`src/rtl/sad_pkg.sv`:
```
// Shared defaults for the sum-of-absolute-differences unit (datapath, controller, top level).
package sad_pkg;

  localparam int SAD_N  = 256;
  localparam int SAD_DW = 8;
  localparam int SAD_IW = $clog2(SAD_N) + 1;
  localparam int SAD_SW = SAD_DW + $clog2(SAD_N);

  typedef logic [SAD_SW-1:0] sad_t;

endpackage

```
`src/rtl/sad_absdiff.sv`:
```
// Unsigned absolute difference |a - b|, computed as larger minus smaller.
module sad_absdiff #(
  parameter int DW = 8
) (
  input  logic [DW-1:0] i_a,
  input  logic [DW-1:0] i_b,
  output logic [DW-1:0] o_diff
);

  // NOTE: every branch of a combinational block assigns the output, so no latch is inferred.
  always_comb begin
    o_diff = '0;
    if (i_a >= i_b) o_diff = i_a - i_b;
    else            o_diff = i_b - i_a;
  end

endmodule

```
`src/rtl/sad_datapath.sv`:
```
// SAD datapath: index counter and memory addressing, |A-B| accumulator,
// SAD result register with valid pulse, and a sticky protocol-error flag.
module sad_datapath
  import sad_pkg::*;
#(
  parameter int N  = SAD_N,
  parameter int DW = SAD_DW,
  parameter int IW = $clog2(N) + 1,
  parameter int SW = DW + $clog2(N)
) (
  input  logic          clk,
  input  logic          rst,
  input  logic          i_clr,
  input  logic          i_inc,
  input  logic          sum_clr,
  input  logic          sum_ld,
  input  logic          AB_rd,
  input  logic          sadreg_clr,
  input  logic          sadreg_ld,
  output logic          i_lt_256,
  output logic [IW-2:0] A_addr,
  output logic [IW-2:0] B_addr,
  output logic          A_rd,
  output logic          B_rd,
  input  logic [DW-1:0] A_data,
  input  logic [DW-1:0] B_data,
  output logic [SW-1:0] sad,
  output logic          sad_valid,
  output logic          err
);

  logic [IW-1:0] r_idx;
  logic [SW-1:0] r_sum;
  logic [SW-1:0] r_sad;
  logic          r_sad_valid;
  logic          r_err;

  logic          w_idx_lt_n;
  logic [DW-1:0] w_absdiff;
  logic          w_sum_add;
  logic          w_err_evt;

  sad_absdiff #(.DW(DW)) u_absdiff (
    .i_a    (A_data),
    .i_b    (B_data),
    .o_diff (w_absdiff)
  );

  // Derived from the registered index only: no path from the control inputs.
  assign w_idx_lt_n = (r_idx < IW'(N));

  // An add needs a live read and an in-range index; otherwise it is dropped and flagged.
  assign w_sum_add = sum_ld & AB_rd & w_idx_lt_n;
  assign w_err_evt = (i_inc  & ~i_clr   & ~w_idx_lt_n)
                   | (sum_ld & ~sum_clr & (~w_idx_lt_n | ~AB_rd));

  // NOTE: sequential state uses non-blocking assignments so every flop samples pre-edge values;
  // this is what lets sadreg_ld capture the old sum while sum_clr clears it in the same cycle.
  always_ff @(posedge clk) begin
    // NOTE: reset is synchronous and active-low, checked first so it dominates every control.
    if (!rst) begin
      r_idx       <= '0;
      r_sum       <= '0;
      r_sad       <= '0;
      r_sad_valid <= 1'b0;
      r_err       <= 1'b0;
    end else begin
      if (i_clr)                   r_idx <= '0;
      else if (i_inc && w_idx_lt_n) r_idx <= r_idx + IW'(1);

      if (sum_clr)        r_sum <= '0;
      else if (w_sum_add) r_sum <= r_sum + SW'(w_absdiff);

      if (sadreg_clr)     r_sad <= '0;
      else if (sadreg_ld) r_sad <= r_sum;

      r_sad_valid <= sadreg_ld & ~sadreg_clr;

      if (w_err_evt) r_err <= 1'b1;
    end
  end

  assign i_lt_256  = w_idx_lt_n;
  assign A_addr    = r_idx[IW-2:0];
  assign B_addr    = r_idx[IW-2:0];
  assign A_rd      = AB_rd;
  assign B_rd      = AB_rd;
  assign sad       = r_sad;
  assign sad_valid = r_sad_valid;
  assign err       = r_err;

endmodule

```
`config.mk`:
```
export PLATFORM = sky130hd
export DESIGN_NAME = sad_datapath
export DESIGN_NICKNAME = d
export VERILOG_FILES = /design/src/rtl/sad_pkg.sv /design/src/rtl/sad_absdiff.sv /design/src/rtl/sad_datapath.sv
export SDC_FILE = /design/constraint.sdc
export NUM_CORES = 1
export LEC_CHECK = 0
export CAP_MARGIN = 20
export CORE_ASPECT_RATIO = 0.8
export CORE_UTILIZATION = 55
export DETAILED_ROUTE_END_ITERATION = 10
export PLACE_DENSITY = 0.86
export SETUP_SLACK_MARGIN = 0.4
export SLEW_MARGIN = 20
export SYNTH_ARGS = -nofsm -noshare
export SYNTH_HDL_FRONTEND = slang
export SYNTH_SLANG_ARGS = --single-unit
export TNS_END_PERCENT = 5
```
`constraint.sdc`:
```
create_clock -name clk -period 11.1 [get_ports clk]
set_input_delay 2.775 -clock clk [delete_from_list [all_inputs] [get_ports clk]]
set_output_delay 2.775 -clock clk [all_outputs]
set_load 0.01 [all_outputs]
```
Word level (Yosys, flattened, before mapping)
Cells that the tools add are included.

$add $sub $neg: 4. $lt $le $gt $ge: 2. Mux-type cells: 1. Bitwise logic cells: 15. Reductions and logical operators: 4.

Operator list (number): adder 16 x 8 -> 16 bit (1); subtractor 8 bit (2); adder 9 x 1 -> 9 bit, second input constant (1); less-than comparator 9 bit, second input constant (1); >= comparator 8 bit (1); two-way mux 8 bit (1); AND 1 bit (7); NOT 1 bit (6); OR reduction 2 bit (3); OR 1 bit (2); logical AND 1 bit (1).

Flip-flop bits (word level): 43. Input port bits: 25.

Depth between registers and ports, before layout
Gate-level depths: netlist of the first run.

Depth in word-level cells: 5. Mapped depth: 15. Mapped depth without buffers: 15.

Modules after synthesis
Synthesis of the first run repeated with hierarchy kept, for this count alone.

Cell total of the unflattened synthesis: 309. Area total of the unflattened synthesis: 2758.9 µm².

Modules (own cells, without submodules): sad_datapath (instances 1, cells each 228, area an instance 2107.0 µm², seq. area each 860.8 µm²); sad_absdiff (instances 1, cells each 81, area an instance 651.9 µm², seq. area each 0.0 µm²).

Least setup slack after synthesis of the first run
No wires, ideal clock.

Path type: input-to-reg. From: input port A_data[0]. To: register r_sum[14]. Library setup time: 0.128 ns. Arrival: 5.631 ns. Path slack: 5.342 ns. Cell stages on the path: 14. Buffers on the path: 0. Cells stage by stage: inv_1 > ha_1 > inv_1 > fa_1 > nand3_1 > a31oi_1 > a211oi_4 > mux2_1 > fa_1 > a211oi_1 > o211ai_1 > nand4_1 > xor2_1 > nor2_1.

Longest elaborated chain between the ends: 3. Elaborated cells between the ends (all ways): 5. Those cells by class: 3 x add/sub; 1 x order compare; 1 x mux.

Ends and longest elaborated chain: start, declared (RTL line sad_datapath.sv:25) `input logic [DW-1:0] A_data,`; subtractor 8 bit (tied with other cells) (RTL line sad_absdiff.sv:14) `else o_diff = i_b - i_a;`; two-way mux 8 bit (*) (RTL line sad_absdiff.sv:13) `if (i_a >= i_b) o_diff = i_a - i_b;`; adder 16 x 8 -> 16 bit (*) (RTL line sad_datapath.sv:72) `else if (w_sum_add) r_sum <= r_sum + SW'(w_absdiff);`; end signal, assigned (RTL line sad_datapath.sv:72); end, declared (RTL line sad_datapath.sv:33) `logic [SW-1:0] r_sum;`.

Mark *: on every way between the ends. The rest lies on a longest branch, timed or not. A chain may end at the register's enable or synchronous reset.

Worst setup path in the final report of the first run
From: input port AB_rd. To: output port A_rd.

RTL lines: start, declared (RTL line sad_datapath.sv:17) `input logic AB_rd,`; end, declared (RTL line sad_datapath.sv:23) `output logic A_rd,`.

No word-level cell between the ends.

==> results of run 1 <==
## state kept, by name (all words and copies together), names as in the netlist
signal and cells:
sad_valid 1, r_sum 16, r_idx 9, err 1
sad 16
## final cells by class
cell class              instances  area, um^2
repair buffers                 61         611
inverters                      23        86.3
clock buffers                   5        68.8
fillers                       364        1340
flip-flops and latches         43         861
well taps                      60        75.1
multi-input cells             234        1680
clock inverters                 3        43.8
## worst reg2reg max path, delay by kind of cell, from the launching register on
family | cells | cell delay (ns)
fa+ha+maj | 2 | 0.68
compound gates | 2 | 0.66
flops | 1 | 0.35
simple gates | 2 | 0.22
xor+xnor | 1 | 0.16
## cells by family (layout without fill, tap and decap cells)
family                   Yosys count  in the layout  synth area share, %
XOR/XNOR                          17             17                 5.29
AO/OA/AOI/OAI                     63             63                 14.7
AND/OR/NAND/NOR                  100            100                 17.0
buffers and inverters             52             92                 9.95
adder cells (fa/ha/maj)           28             28                 13.2
multiplexers                      26             26                 9.28
flip-flops                        43             43                 30.6
## layout by cell type (no fill, tap or decap)
cell             count
nor2b_1              4
bufinv_16            1
or3_1                4
a31oi_1              4
clkbuf_8             5
a211o_1              2
clkinv_2             1
nand3b_1             2
a211oi_4             1
and4_1               1
nand3_1             12
and2_1               3
a21o_1               7
ha_1                25
o211ai_1             4
o21bai_1             2
xor2_1              11
inv_2                1
o21ai_1              5
a21oi_1             23
mux2i_1             25
clkinv_4             1
mux2_1               1
o21ai_0              5
xnor2_1              6
dfxtp_1             43
nor2_1              31
and3_1               5
a21oi_2              2
clkdlybuf4s50_1     61
a21boi_0             1
nand2_1             25
inv_1               22
and3b_1              1
a211oi_1             4
nand2b_1             4
a2111o_1             3
fa_1                 3
nand4_1              8
## final timing paths
path                          startpoint                endpoint  depth (start not counted)
setup / recovery                   AB_rd                    A_rd                          2
hold / removal    r_sum[15]$_SDFFE_PP0P_  r_sum[15]$_SDFFE_PP0P_                          2
setup reg to reg   r_sum[0]$_SDFFE_PP0P_  r_sum[14]$_SDFFE_PP0P_                          7
hold reg to reg   r_sum[15]$_SDFFE_PP0P_  r_sum[15]$_SDFFE_PP0P_                          2
## where the power goes
group          internal [uW]  total (uW)  switching, uW
Combinational           42.0        93.1           51.1
Sequential               156         158           2.12
Clock                   67.0         121           54.2
## metal layers
| metal | share of wire [%] | global-route usage (%) | vias up |
|---|---|---|---|
| li1 | - | - | 1194 |
| met1 | 49 | 31.2 | 1103 |
| met2 | 44 | 34.6 | 90 |
| met3 | 5.8 | 5.24 | 10 |
| met4 | 1.4 | 7.02 | 0 |
| met5 | 0 | 0 | - |
## metrics by stage
stage | cell area [um^2] | power, uW | util, % | hold WS (ns)
finish | 3420 | 373 | 71.8 | 0.487
global route | 3420 | 392 | 71.8 | 0.510
CTS | 3420 | 373 | 71.8 | 0.490
detailed placement | 3310 | 253 | 69.5 | 0.478
global placement | 3310 | 251 | 69.5 | 0.455
floorplan | 2820 | 229 | - | 0.441
==> qor.csv, run 1 <==
metric;value;unit
setup violators final;0;
share of layout cells above drive strength 1;3.25;%
critical path arrival;3.87;ns
Die Span Y;66.0;um
Cell Area, Synth;2820;um^2
Worst-Skew Late Latency;0.30;ns
fmax;151;MHz
Netlist cell types;38;
Async SR Flop Fraction;0;%
fin crit share;59.8;%
Crit. End Element;output pin;
DR DRC count;0;
die area;5410;um^2
Slowest-stage cell, CP;clkdlybuf4s50_1;
critical path cell sequence;clkdlybuf4s50_1 > clkdlybuf4s50_1;
Vias/cell;5.59;
Synth Instances;329;
RSZ-0062 raised after global routing;false;
Max clock buf depth;2;
dominant cells by area after synthesis;dfxtp_1 (31%), ha_1 (11%), mux2i_1 (8.9%);
Final GP Congestion;0.872;
Root Buffer;clkbuf_8;
Starting Density;59.1;%
Placed Instances;421;
Yosys warning total;0;
Top Ports;62;
Non-Filler Instances;429;
Worst R2R Setup Slack;8.90;ns
Worst-Margin Slew;0.992;ns
total global routing overflow;0;
Max Slew Vio Count;0;
Layout Nets;421;
Synth Area per Inst;8.56;um^2
DR vias;2397;
vias in the first global route;2092;
setup tns final;0;ns
initial antenna violation count;0;
DIE WIDTH;82.0;um
skew final;0.00483;ns
Synth top area share;30.6;%
WS Path Type;in -> out;
CTS buffer count;5;
number of I/O port buffers;61;
status;complete, no violations;
Post-Place Setup Slack;4.44;ns
Synth Register Bits;43;
post-route ant nets;0;
Syn-to-layout area delta;21.5;%
register area share after synthesis;30.6;%
Post-synth top flop;dfxtp_1;
Synth top cells by count;dfxtp_1 (43), nor2_1 (31), ha_1 (25), mux2i_1 (25), nand2_1 (25);
post-synth top area cell;dfxtp_1;
relative slew slack;33.6;%
Crit Path Max Fanout;5;
hold bufs inserted after CTS;0;
clock sinks;43;
H-tree levels;2;
Worst-path clk slew;0.08;ns
largest net degree at the start of global routing;18;
CP Launch Type;primary input;
hold crit path type;reg -> reg;
most frequent cell after synthesis;dfxtp_1;
# rows;22;
maxcap violations;0;
Critical path buffers and inverters;2;
DR WL/cell;13.6;um
syn_nets;382;
number of flops mapped to enable cells by yosys;0;
core area;4760;um^2
hpwl dp;4.55;mm
Iter 0 DRT Violations;108;
Fin. Hold Viols;0;
CP delay by family, top;buffers and inverters;
Post-CTS Resized;0;
TritonCTS clock tree;done;
Pleak;0.00145;uW
Peak VDD IR;0.0856;mV
CP required;8.33;ns
most numerous cell on the critical path;clkdlybuf4s50_1;
antenna cells;0;
final WL;5.83;mm
Setup Buffers After CTS;0;
pwr dens;109;nW/um^2
crit-path max cell delay;0.56;ns
DR pass1 iterations;5;
final setup margin;4.46;ns
first-pass GRT wire length;9.36;mm
Final Critical Period;6.64;ns
Global Route Usage Sum;22.6;%
Power figures use the tool's default switching activity.
==> run 2, diff against run 1 <==
--- a/config.mk
+++ b/config.mk
@@ -7,9 +7,9 @@
 export LEC_CHECK = 0
 export CAP_MARGIN = 20
 export CORE_ASPECT_RATIO = 0.8
-export CORE_UTILIZATION = 55
+export CORE_UTILIZATION = 51
 export DETAILED_ROUTE_END_ITERATION = 10
-export PLACE_DENSITY = 0.86
+export PLACE_DENSITY = 0.8
 export SETUP_SLACK_MARGIN = 0.4
 export SLEW_MARGIN = 20
 export SYNTH_ARGS = -nofsm -noshare
==> constraint.sdc (replaced) <==
create_clock -name clk -period 6.7 [get_ports clk]
set_input_delay 1.675 -clock clk [delete_from_list [all_inputs] [get_ports clk]]
set_output_delay 1.675 -clock clk [all_outputs]
set_load 0.01 [all_outputs]
==> qor.csv, run 2 (synthesis gave the netlist of run 1 again) <==
metric;value;unit;change
status;complete, no violations;;
pwr dens;184;nW/um^2;+69%
DR vias;2355;;-1.8%
final core occ;66.6;%;-5.2 points
Max Slew Vio Count;0;;unchanged
initial antenna violation count;0;;unchanged
Met1 Wirelength;2.90;mm;+1.5%
H-tree levels;2;;unchanged
die area;5830;um^2;+7.6%
RSZ-0062 raised after global routing;false;;
antenna cells;0;;unchanged
relative slew slack;32.6;%;-0.99 points
Worst-path clk slew;0.08;ns;about the same
Final GP Congestion;0.845;;-3.1%
CP delay by family, top;compound AO/OA/AOI/OAI gates;;
# rows;23;;+4.5%
Setup Buffers After CTS;0;;unchanged
Top Ports;62;;unchanged
Sequential Area;861;um^2;unchanged
final WL;5.84;mm;+0.19%
share of layout cells above drive strength 1;3.25;%;unchanged
DR WL/cell;13.6;um;-0.28%
Root Buffer;clkbuf_8;;
hold bufs inserted after CTS;0;;unchanged
Logic pwr share;24.7;%;-0.3 points
Crit Path Max Fanout;8;;+3
Crit. End Element;register;;
Slowest-stage cell, CP;clkdlybuf4s50_1;;
Die Span Y;68.5;um;+3.7%
core area;5150;um^2;+8.2%
Vias/cell;5.46;;-2.2%
Global Route Usage Sum;20.9;%;-1.7 points
Worst-Margin Slew;1.01;ns;+0.0148 ns
Int Pwr;452;uW;+70%
Pleak;0.00145;uW;+0.26%
Fin. Hold Viols;0;;unchanged
crit-path max cell delay;0.48;ns;-0.08 ns
largest net degree at the start of global routing;18;;unchanged
Post-CTS Resized;0;;unchanged
first-pass GRT wire length;9.41;mm;+0.51%
DR pass1 iterations;4;;-1
vias in the first global route;2057;;-1.7%
P_sw;180;uW;+68%
Worst-Skew Late Latency;0.30;ns;about the same
total global routing overflow;0;;unchanged
Critical path buffers and inverters;2;;unchanged
clock network power share;33.8;%;+1.3 points
leading cell type in the layout, fill and taps excluded;clkdlybuf4s50_1;;
DR WL met2;2.52;mm;-1.4%
Sequential Power Share;41.5;%;-1.0 points
number of I/O port buffers;61;;unchanged
setup tns final;0;ns;unchanged
Syn-to-layout area delta;21.9;%;
post-route ant nets;0;;unchanged
Routed met3 length;341;um;+1.2%
most frequent cells in the layout;clkdlybuf4s50_1 (61), dfxtp_1 (43), nor2_1 (31);;
CP required;6.87;ns;-1.46 ns
hpwl dp;4.61;mm;+1.3%
critical path cell sequence;clkdlybuf4s50_1 > inv_1 > ha_1 > a21oi_2 > a31oi_1 > a211oi_4 > mux2_1 > fa_1 > a211oi_1 > o211ai_1 > nand3_1 > xor2_1 > nor2_1;;
hold crit path type;reg -> reg;;
fin crit share;77.4;%;
fill cell count;443;;+22%
Multi-input gate area;1680;um^2;unchanged
WS Path Type;in -> reg;;
Net Sw Frac;28.5;%;-0.31 points
Final Critical Period;5.18;ns;
maxcap violations;0;;unchanged
skew final;0.00786;ns;+0.00303 ns
Starting Density;54.7;%;-4.5 points
DR DRC count;0;;unchanged
critical path arrival;5.35;ns;+1.48 ns
setup violators final;0;;unchanged
clock sinks;43;;unchanged
Top Metal Used;met4;;
DIE WIDTH;85.1;um;+3.8%
Iter 0 DRT Violations;196;;+81%
Peak VDD IR;0.104;mV;+21%
Max clock buf depth;2;;unchanged
fmax;193;MHz;
TritonCTS clock tree;done;;
CTS buffer count;5;;unchanged
Layout Nets;421;;unchanged
CP Launch Type;primary input;;
[run 2: cell count changes in the layout (fill, tap and decap cells not counted)]
| cell | change |
|---|---|
| clkbuf_8 | +1 |
| clkinv_2 | -1 |
| clkinv_4 | -1 |
| inv_6 | +1 |
[run 2: layout make-up]
| cell class | count | share of cell area (%) |
|---|---|---|
| multi-input cells | 234 | 48.8 |
| flip-flops and latches | 43 | 25.1 |
| repair buffers | 61 | 17.8 |
| inverters | 23 | 2.52 |
| clock buffers | 6 | 2.41 |
| well taps | 62 | 2.26 |
| clock inverters | 2 | 1.13 |
[run 2: power by group through the flow]
stage	clock network [uW]	registers [uW]	logic (uW)
final	214	262	156
after global placement	0	268	150
after CTS	217	262	154
after floorplan	0	268	112
after detailed placement	0	268	153
after global routing	227	263	170
[run 2: worst paths after layout]
check / from / to / slack, ns / cells after the start
setup reg to reg: r_sum[0]$_SDFFE_PP0P_ / r_sum[10]$_SDFFE_PP0P_ / 4.51 / 7
setup / recovery: A_data[3] / r_sum[10]$_SDFFE_PP0P_ / 1.52 / 13
hold / removal: r_sum[15]$_SDFFE_PP0P_ / r_sum[15]$_SDFFE_PP0P_ / 0.47 / 2
hold reg to reg: r_sum[15]$_SDFFE_PP0P_ / r_sum[15]$_SDFFE_PP0P_ / 0.47 / 2
[run 2: through the flow]
stage	setup WS, ns	hold slack, ns	cells	area (um^2)	power, uW
6_report	1.52	0.473	431	3430	632
5_1_grt	1.31	0.503	431	3430	660
4_1_cts	1.55	0.474	431	3430	634
3_5_place_dp	1.27	0.461	423	3310	421
3_3_place_gp	1.34	0.460	423	3310	418
2_1_floorplan	2.04	0.441	329	2820	380
[run 2: per-layer routing]
metal / up-vias / global-route usage [%]
met4: 0 / 7.63
met2: 73 / 34.2
met5: - / 0
li1: 1201 / -
met3: 7 / 3.74
met1: 1074 / 28.1
[run 2: worst min-delay path, cell delays in order, from the launching register on]
cell     delay (ns)
dfxtp_1        0.33
nand2_1        0.06
o21ai_1        0.05
